==> config.mk <==
export PLATFORM = sky130hd
export DESIGN_NAME = tdc_initial_flat
export DESIGN_NICKNAME = d
export VERILOG_FILES = /design/src/rtl/tdc_pkg.sv /design/src/rtl/tdc_initial_if.sv /design/src/rtl/tdc_cfg_rom.sv /design/src/rtl/tdc_initial.sv /design/src/flat_wrapper.sv
export SDC_FILE = /design/constraint.sdc
export NUM_CORES = 1
export LEC_CHECK = 0
export BUFFER_PORTS_ARGS = -buffer_cell sky130_fd_sc_hd__buf_2
export CAP_MARGIN = 10
export CORE_MARGIN = 5
export CORE_UTILIZATION = 56
export CTS_CLUSTER_DIAMETER = 150
export DETAILED_ROUTE_END_ITERATION = 10
export PLACE_DENSITY = 0.89
export SYNTH_ARGS = -nofsm -noshare
export SYNTH_HDL_FRONTEND = slang
export SYNTH_SLANG_ARGS = --single-unit
export TNS_END_PERCENT = 10
==> constraint.sdc <==
create_clock -name clk -period 5.6 [get_ports clk]
set_clock_uncertainty 0.2 [all_clocks]
set_input_delay 0.84 -clock clk [delete_from_list [all_inputs] [get_ports clk]]
set_output_delay 0.84 -clock clk [all_outputs]
set_load 0.05 [all_outputs]
==> src/rtl/tdc_pkg.sv <==
// Shared definitions for the TDC power-up configuration sequencer.
// Holds the sequencer state enum, bus widths, and the fixed table of
// configuration writes (register address + data) issued after power-up.
package tdc_pkg;

  localparam int TDC_ADDR_W     = 4;
  localparam int TDC_DATA_W     = 28;
  localparam int TDC_NUM_WRITES = 12;
  localparam int TDC_IDX_W      = 4;

  typedef enum logic [2:0] {
    ST_PURES,
    ST_SETTLE,
    ST_SETUP,
    ST_STROBE,
    ST_HOLD,
    ST_DONE
  } tdc_state_e;

  typedef struct packed {
    logic [TDC_ADDR_W-1:0] addr;
    logic [TDC_DATA_W-1:0] data;
  } tdc_cfg_t;

  // Configuration table in write order. The final entry rewrites reg 4
  // with bit 22 set, which triggers the converter's master reset so it
  // starts from the freshly loaded configuration.
  function automatic tdc_cfg_t tdc_cfg_entry(input logic [TDC_IDX_W-1:0] idx);
    tdc_cfg_t e;
    case (idx)
      4'd0:    e = '{addr: 4'd0,  data: 28'h007FC81};
      4'd1:    e = '{addr: 4'd1,  data: 28'h0000000};
      4'd2:    e = '{addr: 4'd2,  data: 28'h0000002};
      4'd3:    e = '{addr: 4'd3,  data: 28'h0000000};
      4'd4:    e = '{addr: 4'd4,  data: 28'h6000000};
      4'd5:    e = '{addr: 4'd5,  data: 28'h0000000};
      4'd6:    e = '{addr: 4'd6,  data: 28'h0000000};
      4'd7:    e = '{addr: 4'd7,  data: 28'h0001FB4};
      4'd8:    e = '{addr: 4'd11, data: 28'h7FF0000};
      4'd9:    e = '{addr: 4'd12, data: 28'h2000000};
      4'd10:   e = '{addr: 4'd14, data: 28'h0000000};
      4'd11:   e = '{addr: 4'd4,  data: 28'h6400000};
      default: e = '{addr: '0,    data: '0};
    endcase
    return e;
  endfunction

endpackage

==> src/rtl/tdc_initial_if.sv <==
// Parallel bus from the configuration sequencer to the TDC chip.
// Handshake: none in the valid/ready sense. The sequencer owns the bus; a
// write is CSN low with addr/data stable, and the TDC latches on WRN low.
// The TDC never stalls the sequencer, so there is no back-pressure signal.
// master: sequencer side (drives everything); slave: TDC side (observes).
interface tdc_initial_if;
  import tdc_pkg::*;

  logic                  WRN;
  logic                  CSN;
  logic                  PuResN;
  logic                  StopDis1;
  logic                  StopDis2;
  logic                  StopDis3;
  logic                  StopDis4;
  logic [TDC_ADDR_W-1:0] addr;
  logic [TDC_DATA_W-1:0] data;

  modport master (
    output WRN, CSN, PuResN, StopDis1, StopDis2, StopDis3, StopDis4, addr, data
  );

  modport slave (
    input WRN, CSN, PuResN, StopDis1, StopDis2, StopDis3, StopDis4, addr, data
  );

endinterface

==> src/rtl/tdc_cfg_rom.sv <==
// Combinational lookup of the configuration table.
// Ports: idx  - write index (0..11, higher values return zero)
//        word - {addr, data} for that write
module tdc_cfg_rom
  import tdc_pkg::*;
(
  input  logic [TDC_IDX_W-1:0] idx,
  output tdc_cfg_t             word
);

  assign word = tdc_cfg_entry(idx);

endmodule

==> src/rtl/tdc_initial.sv <==
// Power-up configuration sequencer for a TDC-GPX-class converter.
// Pulses PuResN, waits a settle interval, writes the 12-entry config table
// (4 cycles per write: SETUP, STROBE x2, HOLD), then enables the stop
// channels and idles in DONE until the next reset.
// Ports: clk       - system clock, rising edge
//        reset_n   - synchronous active-low reset
//        bus       - TDC parallel bus (master side)
//        dbg_state - current sequencer state
module tdc_initial
  import tdc_pkg::*;
#(
  parameter int PURES_CYCLES  = 10,
  parameter int SETTLE_CYCLES = 10
) (
  input  logic                 clk,
  input  logic                 reset_n,
  tdc_initial_if.master        bus,
  output tdc_state_e           dbg_state
);

  localparam int MAX_CYC = (PURES_CYCLES > SETTLE_CYCLES) ? PURES_CYCLES : SETTLE_CYCLES;
  localparam int CNT_W   = ($clog2(MAX_CYC + 1) < 1) ? 1 : $clog2(MAX_CYC + 1);

  tdc_state_e           state_q, state_d;
  logic [CNT_W-1:0]     cnt_q, cnt_d, cnt_inc;
  logic [TDC_IDX_W-1:0] idx_q, idx_d;
  tdc_cfg_t             rom_word;

  logic                  wrn_d, csn_d, puresn_d, stopdis_d;
  logic [TDC_ADDR_W-1:0] addr_d;
  logic [TDC_DATA_W-1:0] data_d;

  // Looked up with the next index so the registered addr/data line up with
  // the registered state.
  tdc_cfg_rom u_rom (
    .idx  (idx_d),
    .word (rom_word)
  );

  always_comb begin
    state_d = state_q;
    cnt_d   = cnt_q;
    idx_d   = idx_q;
    cnt_inc = cnt_q + 1'b1;
    case (state_q)
      ST_PURES: begin
        if (cnt_inc == CNT_W'(PURES_CYCLES)) begin
          state_d = ST_SETTLE;
          cnt_d   = '0;
        end else begin
          cnt_d = cnt_inc;
        end
      end
      ST_SETTLE: begin
        if (cnt_inc == CNT_W'(SETTLE_CYCLES)) begin
          state_d = ST_SETUP;
          cnt_d   = '0;
          idx_d   = '0;
        end else begin
          cnt_d = cnt_inc;
        end
      end
      ST_SETUP: begin
        state_d = ST_STROBE;
        cnt_d   = '0;
      end
      // Two strobe cycles: the counter marks the second one.
      ST_STROBE: begin
        if (cnt_q != '0) begin
          state_d = ST_HOLD;
          cnt_d   = '0;
        end else begin
          cnt_d = cnt_inc;
        end
      end
      ST_HOLD: begin
        if (idx_q == TDC_IDX_W'(TDC_NUM_WRITES - 1)) begin
          state_d = ST_DONE;
        end else begin
          state_d = ST_SETUP;
          idx_d   = idx_q + 1'b1;
        end
      end
      ST_DONE: begin
        state_d = ST_DONE;
      end
      default: begin
        state_d = ST_PURES;
        cnt_d   = '0;
        idx_d   = '0;
      end
    endcase
  end

  // Pin values are decoded from the next state and then registered, so no
  // pin sees a combinational path from the state decode.
  always_comb begin
    wrn_d     = (state_d != ST_STROBE);
    csn_d     = !((state_d == ST_SETUP) || (state_d == ST_STROBE));
    puresn_d  = (state_d != ST_PURES);
    stopdis_d = (state_d != ST_DONE);
    addr_d    = '0;
    data_d    = '0;
    if ((state_d == ST_SETUP) || (state_d == ST_STROBE) || (state_d == ST_HOLD)) begin
      addr_d = rom_word.addr;
      data_d = rom_word.data;
    end
  end

  always_ff @(posedge clk) begin
    if (!reset_n) begin
      state_q      <= ST_PURES;
      cnt_q        <= '0;
      idx_q        <= '0;
      bus.WRN      <= 1'b1;
      bus.CSN      <= 1'b1;
      bus.PuResN   <= 1'b0;
      bus.StopDis1 <= 1'b1;
      bus.StopDis2 <= 1'b1;
      bus.StopDis3 <= 1'b1;
      bus.StopDis4 <= 1'b1;
      bus.addr     <= '0;
      bus.data     <= '0;
    end else begin
      state_q      <= state_d;
      cnt_q        <= cnt_d;
      idx_q        <= idx_d;
      bus.WRN      <= wrn_d;
      bus.CSN      <= csn_d;
      bus.PuResN   <= puresn_d;
      bus.StopDis1 <= stopdis_d;
      bus.StopDis2 <= stopdis_d;
      bus.StopDis3 <= stopdis_d;
      bus.StopDis4 <= stopdis_d;
      bus.addr     <= addr_d;
      bus.data     <= data_d;
    end
  end

  assign dbg_state = state_q;

endmodule

==> src/flat_wrapper.sv <==
// flat-port wrapper written by rule: the top's interface ports become plain ports
module tdc_initial_flat import tdc_pkg::*;
#(
  parameter int PURES_CYCLES  = 10,
  parameter int SETTLE_CYCLES = 10
)
  (clk, reset_n, dbg_state, bus_WRN, bus_CSN, bus_PuResN, bus_StopDis1, bus_StopDis2, bus_StopDis3, bus_StopDis4, bus_addr, bus_data);
  tdc_initial_if bus_i ();
  input  logic clk;
  input  logic reset_n;
  output tdc_state_e dbg_state;
  output wire logic [$bits(bus_i.WRN)-1:0] bus_WRN;
  output wire logic [$bits(bus_i.CSN)-1:0] bus_CSN;
  output wire logic [$bits(bus_i.PuResN)-1:0] bus_PuResN;
  output wire logic [$bits(bus_i.StopDis1)-1:0] bus_StopDis1;
  output wire logic [$bits(bus_i.StopDis2)-1:0] bus_StopDis2;
  output wire logic [$bits(bus_i.StopDis3)-1:0] bus_StopDis3;
  output wire logic [$bits(bus_i.StopDis4)-1:0] bus_StopDis4;
  output wire logic [$bits(bus_i.addr)-1:0] bus_addr;
  output wire logic [$bits(bus_i.data)-1:0] bus_data;
  assign bus_WRN = bus_i.WRN;
  assign bus_CSN = bus_i.CSN;
  assign bus_PuResN = bus_i.PuResN;
  assign bus_StopDis1 = bus_i.StopDis1;
  assign bus_StopDis2 = bus_i.StopDis2;
  assign bus_StopDis3 = bus_i.StopDis3;
  assign bus_StopDis4 = bus_i.StopDis4;
  assign bus_addr = bus_i.addr;
  assign bus_data = bus_i.data;
  tdc_initial #(.PURES_CYCLES(PURES_CYCLES), .SETTLE_CYCLES(SETTLE_CYCLES)) u_core (.clk(clk), .reset_n(reset_n), .bus(bus_i), .dbg_state(dbg_state));
endmodule
==> out/qor.yml, run 1 <==
via_per_inst: 5.721
synth-seq-cells: 28
die_y_um: 63.77
crit_fanout: 8
area_growth_pct: 5.023
fin_crit_ns: 2.954
grt_pass1_wl_um: 5513
post_cts_buffers: 0
port_buffers: 40
status: "completed"
routed_wirelength_um: 3294
cts_buffers: 3
grt_pass1_vias: 1210
worstMarginPinSlew_ns: 0.5579
maxCapViolations: 0
diodes: 0
yosys_warnings: 0
drt_iter0_markers: 52
grt-ovfl-total: 0
antenna_found_initial: 0
grt_max_degree: 17
wl_per_cell_um: 14.38
rsz0062_at_grt: "no"
synth_area_per_cell_um2: 9.045
hold_viol: 0
crit_path_end_kind: "flip-flop"
drc_errors: 0
crit_required_ns: 5.67
synth_seq_area_share_pct: 34.62
seqCellArea_um2: 560.5
synth_cell_type_count: 52
final_antenna_net_count: 0
cts_tree: "done"
cts_hold_buf: 0
synth_top_cell_area_share_pct: 34.62
finalCritPeriodShare_pct: 52.75
die_w_um: 63.77
power.density_nw_per_um2: 211.2
async_flop_share_pct: 0
cts-resized-gates: 0
cts-root-buf: "clkbuf_4"
syn-cell-area_um2: 1619
layout-drive-gt1-share_pct: 29.80
cts_htree_levels: 1
synth_area_leaders: "dfxtp_1 (35%), buf_4 (10%), ha_1 (7.0%)"
clock_latency_ns: 0.33
setup_viol_count_final: 0
nets: 210
clkTransAtPathRegs_ns: 0.15
gp_congestion: 0.9246
critical_path_class: "flip-flop to flip-flop"
max_slew_margin_pct: 62.41
fp-row-count: 19
dpl.hpwl_um: 2325
slew_violations: 0
grt_usage_pct: 16.48
pin_count: 44
firstDrtPassIters: 4
syn_inst: 179
start_util_pct: 58.71
fmax_mhz: 338.5
multi_input_area_um2: 810.8
synth_edf_count: 0
critPathArrivalTime_ns: 3.03
nFillCells: 229
finalCoreUtilization_pct: 61.66
synth_top_cell_by_area: "dfxtp_1"
via_count: 1310
clock_path_buffers: 2
clkSinkCount: 28
synth-main-ff-cell: "dfxtp_1"
peakVddDrop_v: 0.0001730
min_path_type: "flip-flop to flip-flop"
cp-start-kind: "flip-flop"
leakage_nw: 0.7834
tns_ns: 0
core_um2: 2758
dieArea_um2: 4067
## placed cells by master, fill, tap and decap left out, drive strengths merged, types with 2 or more instances in the layout
master / count
o21ai: 9
a21oi: 12
clkbuf: 3
dfxtp: 28
or3: 5
a32oi: 3
nand2: 13
nor2: 15
and3: 4
or2b: 2
ha: 9
nor3b: 2
nor3: 4
nor2b: 2
conb: 3
inv: 10
and2: 6
nand3: 2
nand3b: 3
buf: 40
o32ai: 2
a21bo: 2
## cells in the mapped netlist (all sizes together), types with 2 or more instances
cell type	n
a21bo	2
a21oi	12
a32oi	3
and2	6
and3	4
buf	26
dfxtp	28
ha	9
inv	10
nand2	13
nand3	2
nand3b	3
nor2	15
nor2b	2
nor3	4
nor3b	2
o21ai	9
o32ai	2
or2b	2
or3	5
## power by group
part / switching (mW) / internal [mW]
registers: 0.00437 / 0.201
logic: 0.0138 / 0.00629
clock network: 0.0608 / 0.0724
total: 0.0790 / 0.280
## per-layer routing
metal	vias up	share of wire, %	global-route usage, %
li1	635	-	-
met1	603	41	19.48
met2	68	49	29.95
met3	4	8.8	2.977
met4	0	1.1	5.195
met5	-	0	0
## final timing paths
kind | startpoint | endpoint | slack [ns] | cells past startpoint
max | u_core.cnt_q[0]$_SDFFE_PN0N_ | u_core.bus.data[26]$_SDFF_PP0_ | 2.65 | 9
min | u_core.cnt_q[3]$_SDFFE_PN0N_ | u_core.cnt_q[3]$_SDFFE_PN0N_ | 0.38 | 2
max reg2reg | u_core.cnt_q[0]$_SDFFE_PN0N_ | u_core.bus.data[26]$_SDFF_PP0_ | 2.65 | 9
min reg2reg | u_core.cnt_q[3]$_SDFFE_PN0N_ | u_core.cnt_q[3]$_SDFFE_PN0N_ | 0.38 | 2
## sequential cells by signal, summed over array words and instances (netlist names)
register	flops
u_core.bus.CSN	1
u_core.bus.PuResN	1
u_core.bus.StopDis2	1
u_core.bus.WRN	1
u_core.bus.addr	4
u_core.bus.data	9
u_core.cnt_q	4
u_core.dbg_state	3
u_core.idx_q	4
## worst max-delay path: stages (launching register included)
cell	delay (ns)
dfxtp_1	0.52
ha_1	0.28
or2b_1	0.21
nor2_4	0.06
o2111ai_2	0.29
o211a_1	0.31
inv_1	0.15
ha_1	0.35
or3_1	0.37
a21oi_1	0.14
## kinds of logic (layout without fill, tap and decap cells)
logic type,count (synthesis),count (layout),share of synthesized area (%)
muxes,1,1,0.6183
DFF,28,28,34.62
adders and majority gates,9,9,6.955
buffers and inverters,37,54,15.76
AOI/OAI and AO/OA,41,41,20.71
other,1,3,0.2316
and+or+nand+nor,62,62,21.10
## final cells by class
| cell class | instances | share of cell area, % |
|---|---|---|
| Multi-Input combinational cell | 116 | 47.68 |
| Sequential cell | 28 | 32.97 |
| Timing Repair Buffer | 40 | 11.77 |
| Tap cell | 31 | 2.281 |
| Inverter | 10 | 2.208 |
| Clock inverter | 1 | 1.766 |
| Clock buffer | 3 | 1.325 |
## metrics by stage
stage               total power, mW  cells  worst slack, ns  hold slack, ns  cell area, µm²
global route                 0.3695    229            2.455          0.4443            1700
CTS                          0.3605    229            2.680          0.3648            1700
floorplan                    0.2277    181            3.007          0.2974            1627
detailed placement           0.2297    225            2.767          0.3437            1648
finish                       0.3592    229            2.646          0.3777            1700
global placement             0.2292    225            2.813          0.3280            1648
No activity file was read; power rests on OpenSTA's default activity.
==> run 2: changes to the inputs <==
ABC_AREA = 1   (was unset)
CORE_UTILIZATION = 47   (was 56)
PLACE_DENSITY = 0.81   (was 0.89)
clock period = 2.71 ns   (was 5.6 ns; I/O delays follow)
==> run 2 against run 1 <==
- routed wire length is 14% lower
- register-to-register slack got worse by 2.1 ns
- critical path depth rose by 4
- global-route usage down 4.2 points
- first-iteration DRC count rose by 35%
- largest power group unchanged
- area after synthesis shrank 0.85%
- sequential share of layout area shrank 0.50 points
- clock-buffer cell count increased by 1
- hold slack got worse by 0.20 ns
==> out/qor.yml, run 2 <==
status: "completed"
post_cts_buffers: 0  # unchanged
synth_top_cell_area_share_pct: 34.92  # +0.30 points
dieArea_um2: 4684  # +15%
grt_max_degree: 16  # -1
swShare_pct: 23.04  # +1.0 points
hold_depth: 2  # unchanged
mostFrequentLayoutCells: "nand2_1 (54), buf_2 (40), inv_1 (33)"
r2r_start: "u_core.cnt_q[0]$_SDFFE_PN0N_"
synth_edf_count: 0  # unchanged
largest_reg_flops: 9  # unchanged
synth_area_leaders: "dfxtp_1 (35%), nand2_1 (13%), buf_4 (10%)"
cts_hold_buf: 0  # unchanged
grt_pass1_vias: 1098  # -9.3%
switching_power_mw: 0.1524  # +93%
start_util_pct: 48.49  # -10 points
hold_viol: 0  # unchanged
crit_fanout: 7  # -1
final_antenna_net_count: 0  # unchanged
r2r_slack_ns: 0.53  # -2.11 ns
use_met1_pct: 17.31  # -2.2 points
maxCapViolations: 0  # unchanged
grt_most_used_layer: "met2"
async_flop_share_pct: 0  # unchanged
syn-cell-area_um2: 1605  # -0.85%
fmax_mhz: 459.5  # +36%
clkSinkCount: 28  # unchanged
grt_use_met3_pct: 0.9852  # -2.0 points
clock_path_buffers: 2  # unchanged
hold_start: "reset_n"
tns_ns: 0  # unchanged
reg2reg_to: "u_core.bus.data[26]$_SDFF_PP0_"
via_per_inst: 4.462  # -22%
synth_most_common_cell: "nand2_1"
power.share.combinational_pct: 5.9  # +0.3 points
core_um2: 3311  # +20%
grt-ovfl-total: 0  # unchanged
finalCritPeriodShare_pct: 80.31  # +28 points
drt_iter0_markers: 70  # +35%
pin_count: 44  # unchanged
top_register: "u_core.bus.data"
peakVddDrop_v: 0.0001621  # -6.3%
clkTransAtPathRegs_ns: 0.14  # about the same
nets: 256  # +22%
grt_pass1_wl_um: 4567  # -17%
synth-seq-cells: 28  # unchanged
routed_wirelength_um: 2837  # -14%
fp-row-count: 21  # +2
slew_violations: 0  # unchanged
pwr-share-clk_pct: 30.3  # -6.8 points
ys_top_cells_by_count: "nand2_1 (54), inv_1 (33), dfxtp_1 (28), buf_4 (22), nor2_1 (21)"
cp-start-kind: "flip-flop"
p_int_mw: 0.5090  # +82%
crit_required_ns: 2.80  # -2.87 ns
reg2regPathDepth: 13  # +4
layout-drive-gt1-share_pct: 26.23  # -3.6 points
synth_top_cell_by_area: "dfxtp_1"
cts_htree_levels: 1  # unchanged
synth_seq_area_share_pct: 34.92  # +0.30 points
synth-main-ff-cell: "dfxtp_1"
pre_cts_slack_ns: 0.5587  # -2.208 ns
diodes: 0  # unchanged
critPathArrivalTime_ns: 2.27  # -0.76 ns
cts_tree: "done"
grt_util_met2_pct: 19.90  # -10 points
via_count: 1294  # -1.2%
min_path_type: "input port to flip-flop"
synth_cell_type_count: 26  # -50%
clock_latency_ns: 0.33  # about the same
cts_buffers: 3  # unchanged
wl_per_cell_um: 9.783  # -32%
cts-resized-gates: 0  # unchanged
power.density_nw_per_um2: 383.0  # +81%
critical_path_class: "flip-flop to flip-flop"
antenna_found_initial: 0  # unchanged
firstDrtPassIters: 4  # unchanged
die_y_um: 68.44  # +7.3%
drc_errors: 0  # unchanged
p_seq_share_pct: 63.8  # +6.5 points
fin_crit_ns: 2.176  # -0.7774 ns
final_common_cell: "nand2_1"
crit_path_end_kind: "flip-flop"
timing.final.ws_setup_ns: 0.5336  # -2.113 ns
area_growth_pct: 7.561
grt_usage_pct: 12.33  # -4.2 points
cts-root-buf: "clkbuf_4"
die_w_um: 68.44  # +7.3%
dpl.hpwl_um: 2257  # -2.9%
p_total_mw: 0.6614  # +84%
hold_path_end: "u_core.bus.WRN$_SDFF_PN1_"
synth_area_per_cell_um2: 7.231  # -20%
leakage_nw: 0.9913  # +27%
rsz0062_at_grt: "no"
syn_inst: 222  # +24%
port_buffers: 40  # unchanged
gp_congestion: 0.8448  # -8.6%
setup_viol_count_final: 0  # unchanged
yosys_warnings: 0  # unchanged
## run 2: changes by cell type in the layout (fill, tap and decap cells not counted), moves of 6 or more
cell and delta:
a21oi_1 -6, and2_1 -6, inv_1 +24, nand2_1 +41, nand3_1 +14, nor2_1 +7
## run 2: worst max-delay path, cell delays in order, from the launching register on
cell	delay [ns]
dfxtp_1	0.45
ha_1	0.19
inv_1	0.04
nand2_1	0.06
nand2_2	0.07
nor2_4	0.10
nand2_2	0.12
nand3_1	0.10
nand2_1	0.11
inv_1	0.19
ha_1	0.26
nor2_1	0.10
nand2_1	0.07
nand2_1	0.06
## run 2: metrics by stage
step	util [%]	instances	hold WS, ns	area [µm²]
global route	52.15	290	0.1675	1727
finish	52.15	290	0.1732	1727
CTS	52.15	290	0.1667	1727
floorplan	-	224	0.2578	1613
detailed placement	51.06	286	0.2748	1690
global placement	51.06	286	0.2742	1690
## run 2: worst max path at each step
| stage | start | endpoint | slack [ns] | cells after the start |
|---|---|---|---|---|
| 3_5_place_dp | u_core.cnt_q[0]$_SDFFE_PN0N_ | u_core.bus.data[26]$_SDFF_PP0_ | 0.56 | 13 |
| 4_1_cts | u_core.cnt_q[0]$_SDFFE_PN0N_ | u_core.bus.data[26]$_SDFF_PP0_ | 0.53 | 13 |
| 3_3_place_gp | u_core.cnt_q[0]$_SDFFE_PN0N_ | u_core.bus.data[26]$_SDFF_PP0_ | 0.59 | 13 |
| 6_report | u_core.cnt_q[0]$_SDFFE_PN0N_ | u_core.bus.data[26]$_SDFF_PP0_ | 0.53 | 13 |
| 5_1_grt | u_core.idx_q[0]$_SDFF_PN0_ | u_core.bus.data[26]$_SDFF_PP0_ | 0.32 | 13 |
| 2_1_floorplan | u_core.dbg_state[0]$_SDFF_PN0_ | u_core.bus.data[12]$_SDFF_PP0_ | 0.49 | 12 |
## run 2: final cells by class
cell class	count	area [µm²]
Multi-Input combinational cell	138	744.5
Tap cell	46	57.56
Timing Repair Buffer	40	200.2
Sequential cell	28	560.5
Clock buffer	4	36.28
Inverter	34	127.6
Fill cell	321	1584
## run 2: metal layers
| layer | vias to the layer above | share of wire [%] | wire length [µm] |
|---|---|---|---|
| met5 | - | 0 | 0 |
| li1 | 696 | - | - |
| met3 | 5 | 5.8 | 164 |
| met4 | 0 | 1.7 | 47 |
| met1 | 557 | 47 | 1341 |
| met2 | 36 | 45 | 1283 |
## run 2: power groups by stage
stage	Combinational, mW	Clock (mW)	Sequential [mW]
after floorplan	0.0367	0	0.430
after global placement	0.0377	0	0.431
after detailed placement	0.0392	0	0.431
after CTS	0.0393	0.208	0.422
after global routing	0.0438	0.223	0.424
final	0.0388	0.200	0.422
## run 2: logic make-up after synthesis
logic type                 share of synthesized area, %
xor gates and xnor gates                         0.5457
DFF                                               34.92
adders and majority gates                         7.015
buffers and inverters                             19.17
other                                            0.2336
AOI/OAI and AO/OA                                 4.833
and+or+nand+nor                                   33.28
==> run 3: changes to the inputs <==
ABC_AREA = 0   (was 1)
CORE_UTILIZATION = 52   (was 47)
PLACE_DENSITY = 0.84   (was 0.81)
clock period = 2.25 ns   (was 2.71 ns; I/O delays follow)
==> run 3 against run 2 <==
- the run now ends with setup timing left
- cell count shrank 5.2%
- maximum frequency decreased by 11%
- sequential share of layout area fell by 4.4 points
- core utilization rose by 16 points
- via count rose by 13%
- critical path depth shrank 4
- global-route usage up 5.2 points
- largest power group unchanged
- power grew 31%
- combinational power is 80% higher
- hold slack got worse by 0.093 ns
- die area shrank 7.6%
==> out/qor.yml, run 3 (synthesis results as in run 1) <==
die_w_um: 65.80  # -3.9%
cts_htree_levels: 1  # unchanged
power.density_nw_per_um2: 423.2  # +10%
cp-startpoint: "u_core.idx_q[0]$_SDFF_PN0_"
drt_iter0_markers: 122  # +74%
maxCapViolations: 0  # unchanged
routed_wirelength_um: 4080  # +44%
hold_start: "reset_n"
finalCritPeriodShare_pct: 108.4  # +28 points
crit_path_end_kind: "flip-flop"
dieArea_um2: 4330  # -7.6%
seqCellArea_um2: 575.6  # +2.7%
rsz0062_at_grt: "yes"
finalCoreUtilization_pct: 67.85  # +16 points
clock_latency_ns: 0.34  # about the same
max_stage_delay_ns: 0.39  # -0.06 ns
clock_path_buffers: 2  # unchanged
dpl.hpwl_um: 2768  # +23%
worstPathCellList: "ha_1 > nand3b_1 > a31o_2 > a21oi_1 > o211a_1 > inv_2 > ha_1 > or3_1 > a21oi_2"
via_count: 1467  # +13%
min_path_type: "input port to flip-flop"
hold_viol: 0  # unchanged
p_total_mw: 0.8695  # +31%
via_per_inst: 5.335  # +20%
crit_required_ns: 2.34  # -0.46 ns
clkSinkCount: 28  # unchanged
pre_cts_slack_ns: -0.07989  # -0.6386 ns
critPathArrivalTime_ns: 2.53  # +0.26 ns
fin_crit_ns: 2.439  # +0.2628 ns
core_um2: 3028  # -8.5%
grt_pass1_wl_um: 5961  # +31%
multi_input_area_um2: 883.3  # +19%
port_buffers: 40  # unchanged
grt_max_degree: 17  # +1
final_common_cell: "buf_2"
status: "complete, but fails checks"
diodes: 0  # unchanged
area_growth_pct: 26.89
cts_hold_buf: 0  # unchanged
crit_top_cell: "ha_1"
gp_congestion: 0.8203  # -2.9%
r2r_start: "u_core.idx_q[0]$_SDFF_PN0_"
drc_errors: 0  # unchanged
die_y_um: 65.80  # -3.9%
largest_reg_flops: 9  # unchanged
nets: 243  # -5.1%
hold_depth: 2  # unchanged
slowest_stage: "or3_1"
grt-ovfl-total: 0  # unchanged
leakage_nw: 0.9443  # -4.7%
final_antenna_net_count: 0  # unchanged
wl_per_cell_um: 14.84  # +52%
cts-root-buf: "clkbuf_4"
cts_tree: "done"
critical_path_class: "flip-flop to flip-flop"
clkTransAtPathRegs_ns: 0.16  # +0.02 ns
fp-row-count: 20  # -4.8%
grt_usage_pct: 17.54  # +5.2 points
firstDrtPassIters: 6  # +2
cp-start-kind: "flip-flop"
layout-drive-gt1-share_pct: 49.78  # +24 points
start_util_pct: 53.47  # +5.0 points
pin_count: 44  # unchanged
top_register: "u_core.bus.data"
antenna_found_initial: 0  # unchanged
fin_hold_ws_ns: 0.08045  # -0.09276 ns
design_area_um2: 2054  # +19%
slew_violations: 0  # unchanged
cts_buffers: 3  # unchanged
timing.final.ws_setup_ns: -0.1892  # -0.7228 ns
post_dp_cell_area_um2: 1942  # +15%
mostFrequentLayoutCells: "buf_2 (40), buf_4 (31), dfxtp_1 (20)"
reg2regPathDepth: 9  # -4
peakVddDrop_v: 0.0002226  # +37%
setup_viol_count_final: 6  # +6
fmax_mhz: 410.0  # -11%
violations: "setup timing"
grt_pass1_vias: 1321  # +20%
crit_fanout: 5  # -2
nFillCells: 211  # -34%
run 3: repair_timing:
action                                  in CTS  in global routing
buffers inserted                             2                  1
resized for setup                            3                 11
endpoints found under the setup margin       4                 10
endpoints found under the hold margin        0                  0
pin swaps                                    7                  6
cloned                                       0                  0
run 3: worst max-delay path: cells and delay by family, from the launching register on:
| kind | cells | cell delay [ns] |
|---|---|---|
| AOI/OAI and AO/OA | 4 | 0.79 |
| adders and majority gates | 2 | 0.36 |
| buffers and inverters | 1 | 0.09 |
| DFF | 1 | 0.36 |
| and+or+nand+nor | 2 | 0.59 |
run 3: area by class of cell:
cell class | instances | share of cell area, %
Multi-Input combinational cell | 116 | 43.00
Sequential cell | 28 | 28.01
Timing Repair Buffer | 73 | 22.17
Tap cell | 44 | 2.680
Clock buffer | 4 | 2.314
Inverter | 10 | 1.827
run 3: report_power, final:
group / internal (mW) / switching, mW / total, mW
combinational: 0.0261 / 0.0438 / 0.0699
clock: 0.136 / 0.157 / 0.293
sequential: 0.500 / 0.00618 / 0.507
total: 0.663 / 0.207 / 0.869
run 3: final timing paths:
kind	slack, ns	to
worst min register to register	0.34	u_core.cnt_q[3]$_SDFFE_PN0N_
worst min-delay path	0.08	u_core.bus.CSN$_SDFF_PN1_
worst max register to register	-0.19	u_core.bus.data[25]$_SDFF_PP0_
worst max-delay path	-0.19	u_core.bus.data[25]$_SDFF_PP0_
run 3: stage by stage:
step | cells | setup TNS [ns]
2_1_floorplan | 181 | -0.2296
3_3_place_gp | 268 | -0.06419
3_5_place_dp | 268 | -0.2167
4_1_cts | 274 | -0.1784
5_1_grt | 275 | -1.344
6_report | 275 | -0.8033
run 3: layer usage:
| metal | track usage, % | part of all wire, % | vias up |
|---|---|---|---|
| li1 | - | - | 699 |
| met1 | 22.62 | 43 | 681 |
| met2 | 29.66 | 50 | 74 |
| met3 | 2.381 | 5.6 | 13 |
| met4 | 6.218 | 1.9 | 0 |
| met5 | 0 | 0 | - |
